## config.mk

```make
export PLATFORM = sky130hd
export DESIGN_NAME = scan_ctrl_flat
export DESIGN_NICKNAME = d
export VERILOG_FILES = /design/src/rtl/scan_ctrl_pkg.sv /design/src/rtl/scan_ctrl_if.sv /design/src/rtl/scan_cell.sv /design/src/rtl/scan_ctrl.sv /design/src/flat_wrapper.sv
export SDC_FILE = /design/constraint.sdc
export NUM_CORES = 1
export LEC_CHECK = 0
export ABC_AREA = 1
export CAP_MARGIN = 20
export CORE_ASPECT_RATIO = 1.4
export CORE_MARGIN = 1
export CORE_UTILIZATION = 49
export DETAILED_ROUTE_END_ITERATION = 10
export HOLD_SLACK_MARGIN = 0.02
export PLACE_DENSITY = 0.79
export SETUP_SLACK_MARGIN = 0.2
export SYNTH_ARGS = -nofsm -noshare
export SYNTH_HDL_FRONTEND = slang
export SYNTH_SLANG_ARGS = --single-unit
```

## constraint.sdc

```tcl
create_clock -name clk_in -period 1.33 [get_ports clk_in]
set_input_delay 0.1995 -clock clk_in [delete_from_list [all_inputs] [get_ports clk_in]]
set_output_delay 0.1995 -clock clk_in [all_outputs]
set_load 0.01 [all_outputs]
```

## src/rtl/scan_ctrl_pkg.sv

```systemverilog
// scan_ctrl shared types: FSM state encoding and counter width derivation.
// Used by scan_ctrl_if, scan_cell and scan_ctrl via import scan_ctrl_pkg::*.
package scan_ctrl_pkg;

  typedef enum logic [1:0] {
    IDLE    = 2'd0,
    CAPTURE = 2'd1,
    SHIFT   = 2'd2,
    UPDATE  = 2'd3
  } state_e;

  // Counter indexes SHIFT cycles 0..width-1.
  function automatic int cnt_w(input int width);
    return (width < 2) ? 1 : $clog2(width);
  endfunction

  localparam int WIDTH_DEF = 8;
  localparam int CNT_W_DEF = cnt_w(WIDTH_DEF);

endpackage

```

## src/rtl/scan_ctrl_if.sv

```systemverilog
// scan_ctrl host bus: start/capture/serial-in toward the sequencer and
// busy/so/shift_en/update/done back to the host. loop_in exists only
// when SCAN_CTRL_LOOPBACK_EN is defined.
interface scan_ctrl_if #(
  parameter int WIDTH = 8
);
  logic             start_in;
  logic [WIDTH-1:0] cap_data_in;
  logic             si_in;
`ifdef SCAN_CTRL_LOOPBACK_EN
  logic             loop_in;
`endif
  logic             busy_out;
  logic             so_out;
  logic             shift_en_out;
  logic [WIDTH-1:0] upd_data_out;
  logic             done_out;

  modport master (
`ifdef SCAN_CTRL_LOOPBACK_EN
    output loop_in,
`endif
    output start_in, cap_data_in, si_in,
    input  busy_out, so_out, shift_en_out,
    input  upd_data_out, done_out
  );

  modport slave (
`ifdef SCAN_CTRL_LOOPBACK_EN
    input  loop_in,
`endif
    input  start_in, cap_data_in, si_in,
    output busy_out, so_out, shift_en_out,
    output upd_data_out, done_out
  );
endinterface

```

## src/rtl/scan_cell.sv

```systemverilog
// One scan chain bit: hold / capture / shift mux into an async-reset flop.
// Ports: clk_in, n_rst_in, cap_in, shift_in, cap_d_in, shift_d_in, q_out.
module scan_cell (
  input  logic clk_in,
  input  logic n_rst_in,
  input  logic cap_in,
  input  logic shift_in,
  input  logic cap_d_in,
  input  logic shift_d_in,
  output logic q_out
);
  logic r_q;
  logic w_d;

  always_comb begin
    w_d = r_q;
    unique case (1'b1)
      cap_in:   w_d = cap_d_in;
      shift_in: w_d = shift_d_in;
      default:  w_d = r_q;
    endcase
  end

  always_ff @(posedge clk_in or negedge n_rst_in) begin
    if (!n_rst_in) r_q <= 1'b0;
    else           r_q <= w_d;
  end

  assign q_out = r_q;
endmodule

```

## src/rtl/scan_ctrl.sv

```systemverilog
// Capture -> serial shift (LSB out, MSB in) -> update sequencer for a
// WIDTH-bit flop chain. Ports: clk_in, n_rst_in, bus (scan_ctrl_if.slave).
// Optional SCAN_CTRL_LOOPBACK_EN: bus.loop_in rotates the chain.
module scan_ctrl
  import scan_ctrl_pkg::*;
#(
  parameter int WIDTH = 8
) (
  input  logic       clk_in,
  input  logic       n_rst_in,
  scan_ctrl_if.slave bus
);
  localparam int CW = cnt_w(WIDTH);

  state_e           r_state;
  state_e           w_next;
  logic [CW-1:0]    r_cnt;
  logic [WIDTH-1:0] w_chain;
  logic [WIDTH-1:0] r_upd;
  logic             r_done;
  logic             w_cap;
  logic             w_shift;
  logic             w_upd;
  logic             w_busy;
  logic             w_last;
  logic             w_sin;

  assign w_last = (r_cnt == CW'(WIDTH - 1));

  always_ff @(posedge clk_in or negedge n_rst_in) begin
    if (!n_rst_in) r_state <= IDLE;
    else           r_state <= w_next;
  end

  always_comb begin
    w_next = r_state;
    unique case (r_state)
      IDLE:    if (bus.start_in) w_next = CAPTURE;
      CAPTURE: w_next = SHIFT;
      SHIFT:   if (w_last) w_next = UPDATE;
      UPDATE:  w_next = IDLE;
      default: w_next = IDLE;
    endcase
  end

  always_comb begin
    w_cap   = 1'b0;
    w_shift = 1'b0;
    w_upd   = 1'b0;
    w_busy  = 1'b1;
    unique case (r_state)
      IDLE:    w_busy  = 1'b0;
      CAPTURE: w_cap   = 1'b1;
      SHIFT:   w_shift = 1'b1;
      UPDATE:  w_upd   = 1'b1;
      default: w_busy  = 1'b0;
    endcase
  end

  // Wrap to 0 on the last shift so the count never passes WIDTH-1.
  always_ff @(posedge clk_in or negedge n_rst_in) begin
    if (!n_rst_in)    r_cnt <= '0;
    else if (w_cap)   r_cnt <= '0;
    else if (w_shift) r_cnt <= w_last ? '0 : r_cnt + CW'(1);
  end

  always_ff @(posedge clk_in or negedge n_rst_in) begin
    if (!n_rst_in) begin
      r_upd  <= '0;
      r_done <= 1'b0;
    end else begin
      r_done <= w_upd;
      if (w_upd) r_upd <= w_chain;
    end
  end

`ifdef SCAN_CTRL_LOOPBACK_EN
  assign w_sin = bus.loop_in ? w_chain[0] : bus.si_in;
`else
  assign w_sin = bus.si_in;
`endif

  for (genvar i = 0; i < WIDTH; i++) begin : g_cell
    logic w_d_sh;
    if (i == WIDTH - 1) begin : g_top
      assign w_d_sh = w_sin;
    end else begin : g_mid
      assign w_d_sh = w_chain[i+1];
    end
    scan_cell u_cell (
      .clk_in     (clk_in),
      .n_rst_in   (n_rst_in),
      .cap_in     (w_cap),
      .shift_in   (w_shift),
      .cap_d_in   (bus.cap_data_in[i]),
      .shift_d_in (w_d_sh),
      .q_out      (w_chain[i])
    );
  end

  assign bus.busy_out     = w_busy;
  assign bus.shift_en_out = w_shift;
  assign bus.so_out       = w_chain[0];
  assign bus.upd_data_out = r_upd;
  assign bus.done_out     = r_done;
endmodule

```

## src/flat_wrapper.sv

```systemverilog
// flat-port wrapper written by rule: the top's interface ports become plain ports
module scan_ctrl_flat import scan_ctrl_pkg::*;
#(
  parameter int WIDTH = 8
)
  (clk_in, n_rst_in, bus_start_in, bus_cap_data_in, bus_si_in, bus_busy_out, bus_so_out, bus_shift_en_out, bus_upd_data_out, bus_done_out);
  scan_ctrl_if #(.WIDTH(WIDTH)) bus_i ();
  input  logic clk_in;
  input  logic n_rst_in;
  input wire logic [$bits(bus_i.start_in)-1:0] bus_start_in;
  input wire logic [$bits(bus_i.cap_data_in)-1:0] bus_cap_data_in;
  input wire logic [$bits(bus_i.si_in)-1:0] bus_si_in;
  output wire logic [$bits(bus_i.busy_out)-1:0] bus_busy_out;
  output wire logic [$bits(bus_i.so_out)-1:0] bus_so_out;
  output wire logic [$bits(bus_i.shift_en_out)-1:0] bus_shift_en_out;
  output wire logic [$bits(bus_i.upd_data_out)-1:0] bus_upd_data_out;
  output wire logic [$bits(bus_i.done_out)-1:0] bus_done_out;
  assign bus_i.start_in = bus_start_in;
  assign bus_i.cap_data_in = bus_cap_data_in;
  assign bus_i.si_in = bus_si_in;
  assign bus_busy_out = bus_i.busy_out;
  assign bus_so_out = bus_i.so_out;
  assign bus_shift_en_out = bus_i.shift_en_out;
  assign bus_upd_data_out = bus_i.upd_data_out;
  assign bus_done_out = bus_i.done_out;
  scan_ctrl #(.WIDTH(WIDTH)) u_core (.clk_in(clk_in), .n_rst_in(n_rst_in), .bus(bus_i));
endmodule
```

==> key figures, run 1 <==
Run status
  • Status: finished with violations
  • Failing checks: setup timing

Logic synthesis
  • Synthesized area per cell: 8.460 um^2
  • Sequential element share of the synthesized area: 0.4857
  • Post-Syn Instances: 134
  • #FFs+latches synth: 22
  • Synth warn: 0
  • Cell variety after synth: 14
  • Post-Syn Nets: 152
  • Post-synthesis cell area: 1134 um^2

Worst setup path
  • Worst endpoint required time: 1.13 ns
  • Crit path launch type: register
  • CP max stage cell: dfrtp_1
  • CP Buf/Inv Count: 4
  • Crit Path Class: register to output port
  • Most used cell, CP: buf_6
  • R2r setup slk: 0.07 ns
  • Crit path max fanout: 2
  • Arrival time worst endpoint: 1.19 ns
  • Crit-path cells: buf_6 -> inv_4 -> ha_4 -> inv_2 -> buf_6
  • CP max stage delay: 0.42 ns
  • Delay-heaviest family, CP: flip-flops
  • Setup crit end kind: output port

Route
  • Drt wl/cell: 12.45 um
  • Vias: 982
  • DRT iter0 DRCs: 22
  • DRC: 0
  • Routed Wire Length: 2.502 mm
  • Post-route ant nets: 0
  • Routed vias/inst: 4.886
  • DRT Pass-1 Iters: 4

Final layout
  • Ant. Diodes: 0
  • Share of layout cells above drive strength 1: 0.3911
  • Net count, final: 198
  • Fillcell total: 138
  • Non-filler cells, final: 201
  • Final instance area: 1715 um^2
  • Area grow syn2layout: 51.32%

Floorplanning
  • Starting Density: 0.5207
  • Die X: 42.65 um
  • Core ar.: 2177 um^2
  • Total I/O pin count: 24
  • Die height: 58.91 um
  • FP Rows: 20
  • DIE AREA: 2513 um^2

Pwr
  • Leak: 0.8885 nW
  • Design Power: 4.818 mW
  • VDD IR max: 0.002351 V
  • Power Density: 2809 nW/um^2

STA
  • Final worst-path cycle share: 1.043
  • Min Hold Slack: 0.2231 ns
  • Max Clock Skew: 0.005493 ns
  • Total Neg Setup Slack: -0.1081 ns
  • Final hold viol count: 0
  • Max_slew headroom: 0.8077
  • Final setup margin: -0.05684 ns
  • Max Transition Viols Final: 0
  • Fmax: 721.1 MHz
  • Setup violations, final: 2
  • Worst slew pin tran: 0.2885 ns
  • Minimum clock period: 1.387 ns
  • RSZ-0062 raised after global routing: yes

Clock tree
  • H-tree levels: 1
  • CTS root buf: clkbuf_4
  • Worst-case clock buffer depth: 2
  • CTS Sinks: 22
  • Cts hold-fix bufs: 0
  • Clk Latency, worst-skew pair: 0.31 ns
  • Clock buffer count from CTS: 3
  • Clk slew on worst S/H paths: 0.13 ns
  • CTS tree: done

Placed design
  • Dpl cells: 180
  • HPWL Detailed: 1.488 mm
  • Cell Area, Placed: 1409 um^2
  • IO Port Bufs: 23
  • GP Congestion: 0.7305

Global routing
  • Initial antenna violation count: 0
  • Global route total overflow: 0
  • Largest net degree at the start of global routing: 23
  • Total global-route track usage: 0.2102
  • Vias in the first global route: 911
  • First-pass GRT wire length: 4.002 mm

Job
  • Max-Cap Viols: 0

Hold path
  • Worst Hold Class: input port to asynchronous set/reset pin
## metrics by stage
stage | util | setup WS [ns]
final | 0.7879 | -0.05684
after global routing | 0.7879 | -0.08792
after CTS | 0.7730 | -0.04721
after detailed placement | 0.6471 | -0.05206
after global placement | 0.6471 | -0.03305
after floorplan | - | 0.1997
## state kept, by name, indices dropped and copies added, names as in the netlist
| name | flops |
|---|---|
| u_core.r_cnt | 3 |
| u_core.g_cell.u_cell.q_out | 8 |
| u_core.bus.done_out | 1 |
| u_core.r_state | 2 |
| u_core.bus.upd_data_out | 8 |
## area by class of cell
| class | count | area [um^2] | area share |
|---|---|---|---|
| multi-input combinational | 82 | 556.8 | 0.3246 |
| sequential | 22 | 550.5 | 0.3209 |
| timing repair buffer | 45 | 426.7 | 0.2487 |
| tap | 22 | 27.53 | 0.01605 |
| clock buffer | 4 | 36.28 | 0.02115 |
| timing repair inverter | 1 | 8.758 | 0.005106 |
| inverter | 25 | 108.9 | 0.06346 |
## synthesized netlist by cell type
master | number | area [um^2]
a21oi_2 | 7 | 61.31
nor2_2 | 1 | 6.260
ha_1 | 6 | 75.07
nor2_1 | 7 | 26.28
o21ai_2 | 1 | 8.760
nand2_1 | 46 | 172.7
inv_2 | 1 | 3.750
inv_1 | 23 | 86.33
dfrtp_1 | 22 | 550.5
nand2_2 | 1 | 6.260
buf_12 | 1 | 20.02
buf_6 | 4 | 45.04
nand3_1 | 13 | 65.06
inv_4 | 1 | 6.260
## worst paths after layout
kind | cells past startpoint | endpoint | startpoint
max | 5 | bus_busy_out | u_core.r_state[1]
min | 2 | u_core.g_cell[2].u_cell.q_out | n_rst_in
max reg2reg | 6 | u_core.bus.upd_data_out[4] | u_core.r_state[1]
min reg2reg | 2 | u_core.g_cell[3].u_cell.q_out | u_core.g_cell[3].u_cell.q_out
max in group asynchronous | 2 | u_core.r_cnt[1] | n_rst_in
min in group clk_in | 2 | u_core.g_cell[3].u_cell.q_out | u_core.g_cell[3].u_cell.q_out
## worst reg2reg max path, cell delays in order (launching register included)
cell and delay, ns:
dfrtp_1 0.42, buf_6 0.13, buf_4 0.14, ha_4 0.20
buf_12 0.15, nor2_4 0.10, a21oi_2 0.03
## per-layer routing
metal  vias to the layer above  part of all wire  global-route usage
met3                         4             0.038             0.02761
met1                       455              0.43              0.2665
met2                        30              0.52              0.3810
met5                         -                 0                   0
li1                        493                 -                   -
met4                         0             0.014             0.04018
## report_power, final
group | switching, mW | internal, mW | total, mW
Sequential | 0.178 | 1.02 | 1.20
Combinational | 1.63 | 1.61 | 3.24
Clock | 0.215 | 0.167 | 0.382
Total | 2.03 | 2.79 | 4.82
## cell families (layout without fill, tap and decap cells)
logic type,Yosys count,after routing,synth area share
fa+ha+maj,6,6,0.06622
buf+inv,30,75,0.1424
flops,22,22,0.4857
simple gates,68,68,0.2439
compound gates,8,8,0.06181
## cell usage in the layout, fill, tap and decap left out, drive strengths merged
cell,netlist,layout
dfrtp,22,22
clkbuf,0,8
nand3,13,13
a21oi,7,7
clkdlybuf4s50,0,11
o21ai,1,1
buf,5,30
nand2,47,47
inv,25,26
nor2,8,8
ha,6,6
## what timing repair did
action | CTS | global route
setup endpoints to repair | 33 | 31
cloned | 3 | 0
buffers inserted | 10 | 4
gates resized for setup | 70 | 17
pin swaps | 9 | 13
(Power assumes the default switching activity.)
==> run 2, diff against run 1 <==
CTS_CLUSTER_DIAMETER = 80   (was not set)
clock period = 1.3 ns   (was 1.33 ns; I/O delays follow)
==> run 2 against run 1 <==
Net effect: the run still ends with setup timing left; total power increased by 16%; clock-buffer cell count did not move; cell area rose by 5.7%; largest power group unchanged; critical path depth stayed put; first-iteration DRC count is 100% higher; combinational power grew 22%.
==> key figures, run 2 (synthesis results as in run 1) <==
Route
  • Post-route ant nets: 0 (unchanged)
  • Routed vias/inst: 5.076 (was 4.886)
  • DRT iter0 DRCs: 44 (was 22)
  • DRT Pass-1 Iters: 4 (unchanged)
  • Vias: 1071 (was 982)
  • DRC: 0 (unchanged)
  • Routed Wire Length: 3.237 mm (was 2.502 mm)
  • Drt wl/cell: 15.34 um (was 12.45 um)

Floorplanning
  • FP Rows: 20 (unchanged)
  • Die height: 58.91 um (unchanged)
  • Die X: 42.65 um (unchanged)
  • Core ar.: 2177 um^2 (unchanged)
  • DIE AREA: 2513 um^2 (unchanged)
  • Starting Density: 0.5207 (unchanged)
  • Total I/O pin count: 24 (unchanged)

Worst setup path
  • RR Endpoint: u_core.bus.upd_data_out[3] (was u_core.bus.upd_data_out[4])
  • R2r startpoint: u_core.r_state[1] (unchanged)
  • Arrival time worst endpoint: 1.18 ns (was 1.19 ns)
  • Levels on crit path: 5 (unchanged)
  • CP max stage cell: dfrtp_1 (unchanged)
  • Crit path launch type: register (unchanged)
  • Crit Path Class: register to output port (unchanged)
  • R2r setup slk: -0.03 ns (was 0.07 ns)
  • CP Buf/Inv Count: 4 (unchanged)
  • Delay-heaviest family, CP: flip-flops (unchanged)
  • Setup crit end: bus_busy_out (unchanged)
  • Most used cell, CP: buf_6 (unchanged)
  • Crit path max fanout: 2 (unchanged)
  • Register-to-Register Path Depth: 7 (was 6)
  • Worst endpoint required time: 1.11 ns (was 1.13 ns)
  • CP max stage delay: 0.42 ns (about the same)
  • Crit-path cells: buf_6 -> inv_4 -> ha_4 -> inv_2 -> buf_6 (unchanged)
  • Setup crit end kind: output port (unchanged)
  • CP startpoint: u_core.r_state[1] (unchanged)

STA
  • Setup violations, final: 8 (was 2)
  • Final worst-path cycle share: 1.059
  • Worst slew pin tran: 0.2856 ns (was 0.2885 ns)
  • Max_slew headroom: 0.8096 (was 0.8077)
  • Max Transition Viols Final: 0 (unchanged)
  • Total Neg Setup Slack: -0.2517 ns (was -0.1081 ns)
  • Fmax: 726.4 MHz
  • Final setup margin: -0.07657 ns (was -0.05684 ns)
  • Max Clock Skew: 0.008069 ns (was 0.005493 ns)
  • Minimum clock period: 1.377 ns
  • RSZ-0062 raised after global routing: yes (unchanged)
  • Final hold viol count: 0 (unchanged)

Clock tree
  • Cts hold-fix bufs: 0 (unchanged)
  • CTS tree: done (unchanged)
  • Clock buffer count from CTS: 3 (unchanged)
  • Clk slew on worst S/H paths: 0.13 ns (about the same)
  • CTS Sinks: 22 (unchanged)
  • H-tree levels: 1 (unchanged)
  • Clk Latency, worst-skew pair: 0.32 ns (was 0.31 ns)
  • Worst-case clock buffer depth: 2 (unchanged)
  • CTS root buf: clkbuf_4 (unchanged)

Pwr
  • Sw frac: 0.4353 (was 0.4207)
  • Power Density: 3075 nW/um^2 (was 2809 nW/um^2)
  • Combinational power share: 0.707 (was 0.673)
  • Clk pwr share: 0.071 (was 0.079)
  • VDD IR max: 0.002032 V (was 0.002351 V)
  • Cell Int Power: 3.148 mW (was 2.791 mW)
  • Net Switching: 2.426 mW (was 2.027 mW)
  • Leak: 0.9554 nW (was 0.8885 nW)
  • Design Power: 5.574 mW (was 4.818 mW)
  • Reg power frac: 0.223 (was 0.248)

Global routing
  • First-pass GRT wire length: 4.395 mm (was 4.002 mm)
  • GR Util met2: 0.4242 (was 0.3810)
  • Global route total overflow: 0 (unchanged)
  • Vias in the first global route: 1004 (was 911)
  • Initial antenna violation count: 0 (unchanged)
  • Total global-route track usage: 0.2319 (was 0.2102)
  • Most used routing layer: met2 (unchanged)
  • Largest net degree at the start of global routing: 23 (unchanged)
  • Met3 Use GR: 0.02147 (was 0.02761)
  • GRT met1 Usage: 0.2798 (was 0.2665)

Final layout
  • Fillcell total: 121 (was 138)
  • Net count, final: 208 (was 198)
  • Ant. Diodes: 0 (unchanged)
  • Final instance area: 1813 um^2 (was 1715 um^2)
  • Share of layout cells above drive strength 1: 0.4868 (was 0.3911)
  • Core Util, Final: 0.8328 (was 0.7879)
  • Most frequent cells in the layout: nand2_1, dfrtp_1, buf_4 (was nand2_1, dfrtp_1, inv_1)
  • Area grow syn2layout: 59.93% (was 51.32%)
  • Commonest non-fill, non-tap cell in the layout: nand2_1 (unchanged)

Placed design
  • Cell Area, Placed: 1399 um^2 (was 1409 um^2)
  • IO Port Bufs: 23 (unchanged)
  • GP Congestion: 0.7176 (was 0.7305)
  • HPWL Detailed: 1.545 mm (was 1.488 mm)

Job
  • Max-Cap Viols: 0 (unchanged)

Hold path
  • Worst Hold Class: input port to asynchronous set/reset pin (unchanged)

Run status
  • Status: finished with violations (unchanged)
  • Failing checks: setup timing (unchanged)
run 2: worst reg2reg max path: cells and delay by family (launching register included):
kind,cells,cell delay [ns]
AO/OA/AOI/OAI,1,0.04
adder cells (fa/ha/maj),1,0.18
buffers and inverters,4,0.52
flip-flops,1,0.42
AND/OR/NAND/NOR,1,0.08
run 2: metal layers:
| metal | up-vias | part of all wire |
|---|---|---|
| li1 | 513 | - |
| met1 | 511 | 0.38 |
| met2 | 35 | 0.57 |
| met3 | 12 | 0.032 |
| met4 | 0 | 0.026 |
| met5 | - | 0 |
run 2: worst min-delay path by stage:
stage                                  startpoint                            end  slack, ns  cells past startpoint
finish                                   n_rst_in  u_core.g_cell[5].u_cell.q_out       0.21                      2
global route                             n_rst_in  u_core.g_cell[1].u_cell.q_out       0.24                      2
CTS                                      n_rst_in  u_core.g_cell[5].u_cell.q_out       0.21                      2
detailed placement  u_core.g_cell[7].u_cell.q_out  u_core.g_cell[7].u_cell.q_out       0.46                      2
global placement    u_core.g_cell[6].u_cell.q_out  u_core.g_cell[6].u_cell.q_out       0.46                      2
floorplan                                n_rst_in            u_core.bus.done_out      -0.10                      0
run 2: final cells by class:
type                            instances  area (um^2)  area share
Tap cell                               22        27.53     0.01518
Timing Repair inverter                  1        8.758    0.004831
Clock buffer                            4        36.28     0.02001
Multi-Input combinational cell         82        579.3      0.3195
Timing Repair Buffer                   55        494.2      0.2726
Inverter                               25        116.4     0.06418
Sequential cell                        22        550.5      0.3037
run 2: metrics by stage:
step | setup WS [ns] | hold WS [ns] | cells
final | -0.07657 | 0.2138 | 211
after global routing | -0.1141 | 0.2360 | 211
after CTS | -0.06319 | 0.2114 | 202
after detailed placement | -0.08929 | 0.4585 | 180
after global placement | -0.04956 | 0.4552 | 180
after floorplan | 0.1730 | -0.1006 | 134
run 2: repair_timing:
action                     in CTS  in global routing
gates cloned                    1                  1
gates resized for setup        89                 25
buffers inserted               17                  8
setup endpoints to repair      34                 28
pin swaps                       9                  6
run 2: power groups by stage:
stage	Sequential [mW]	Clock [mW]	Combinational, mW
floorplan	1.31	0	1.57
global placement	1.22	0	2.17
detailed placement	1.24	0	2.24
CTS	1.24	0.392	3.15
global route	1.27	0.417	4.21
finish	1.24	0.393	3.94
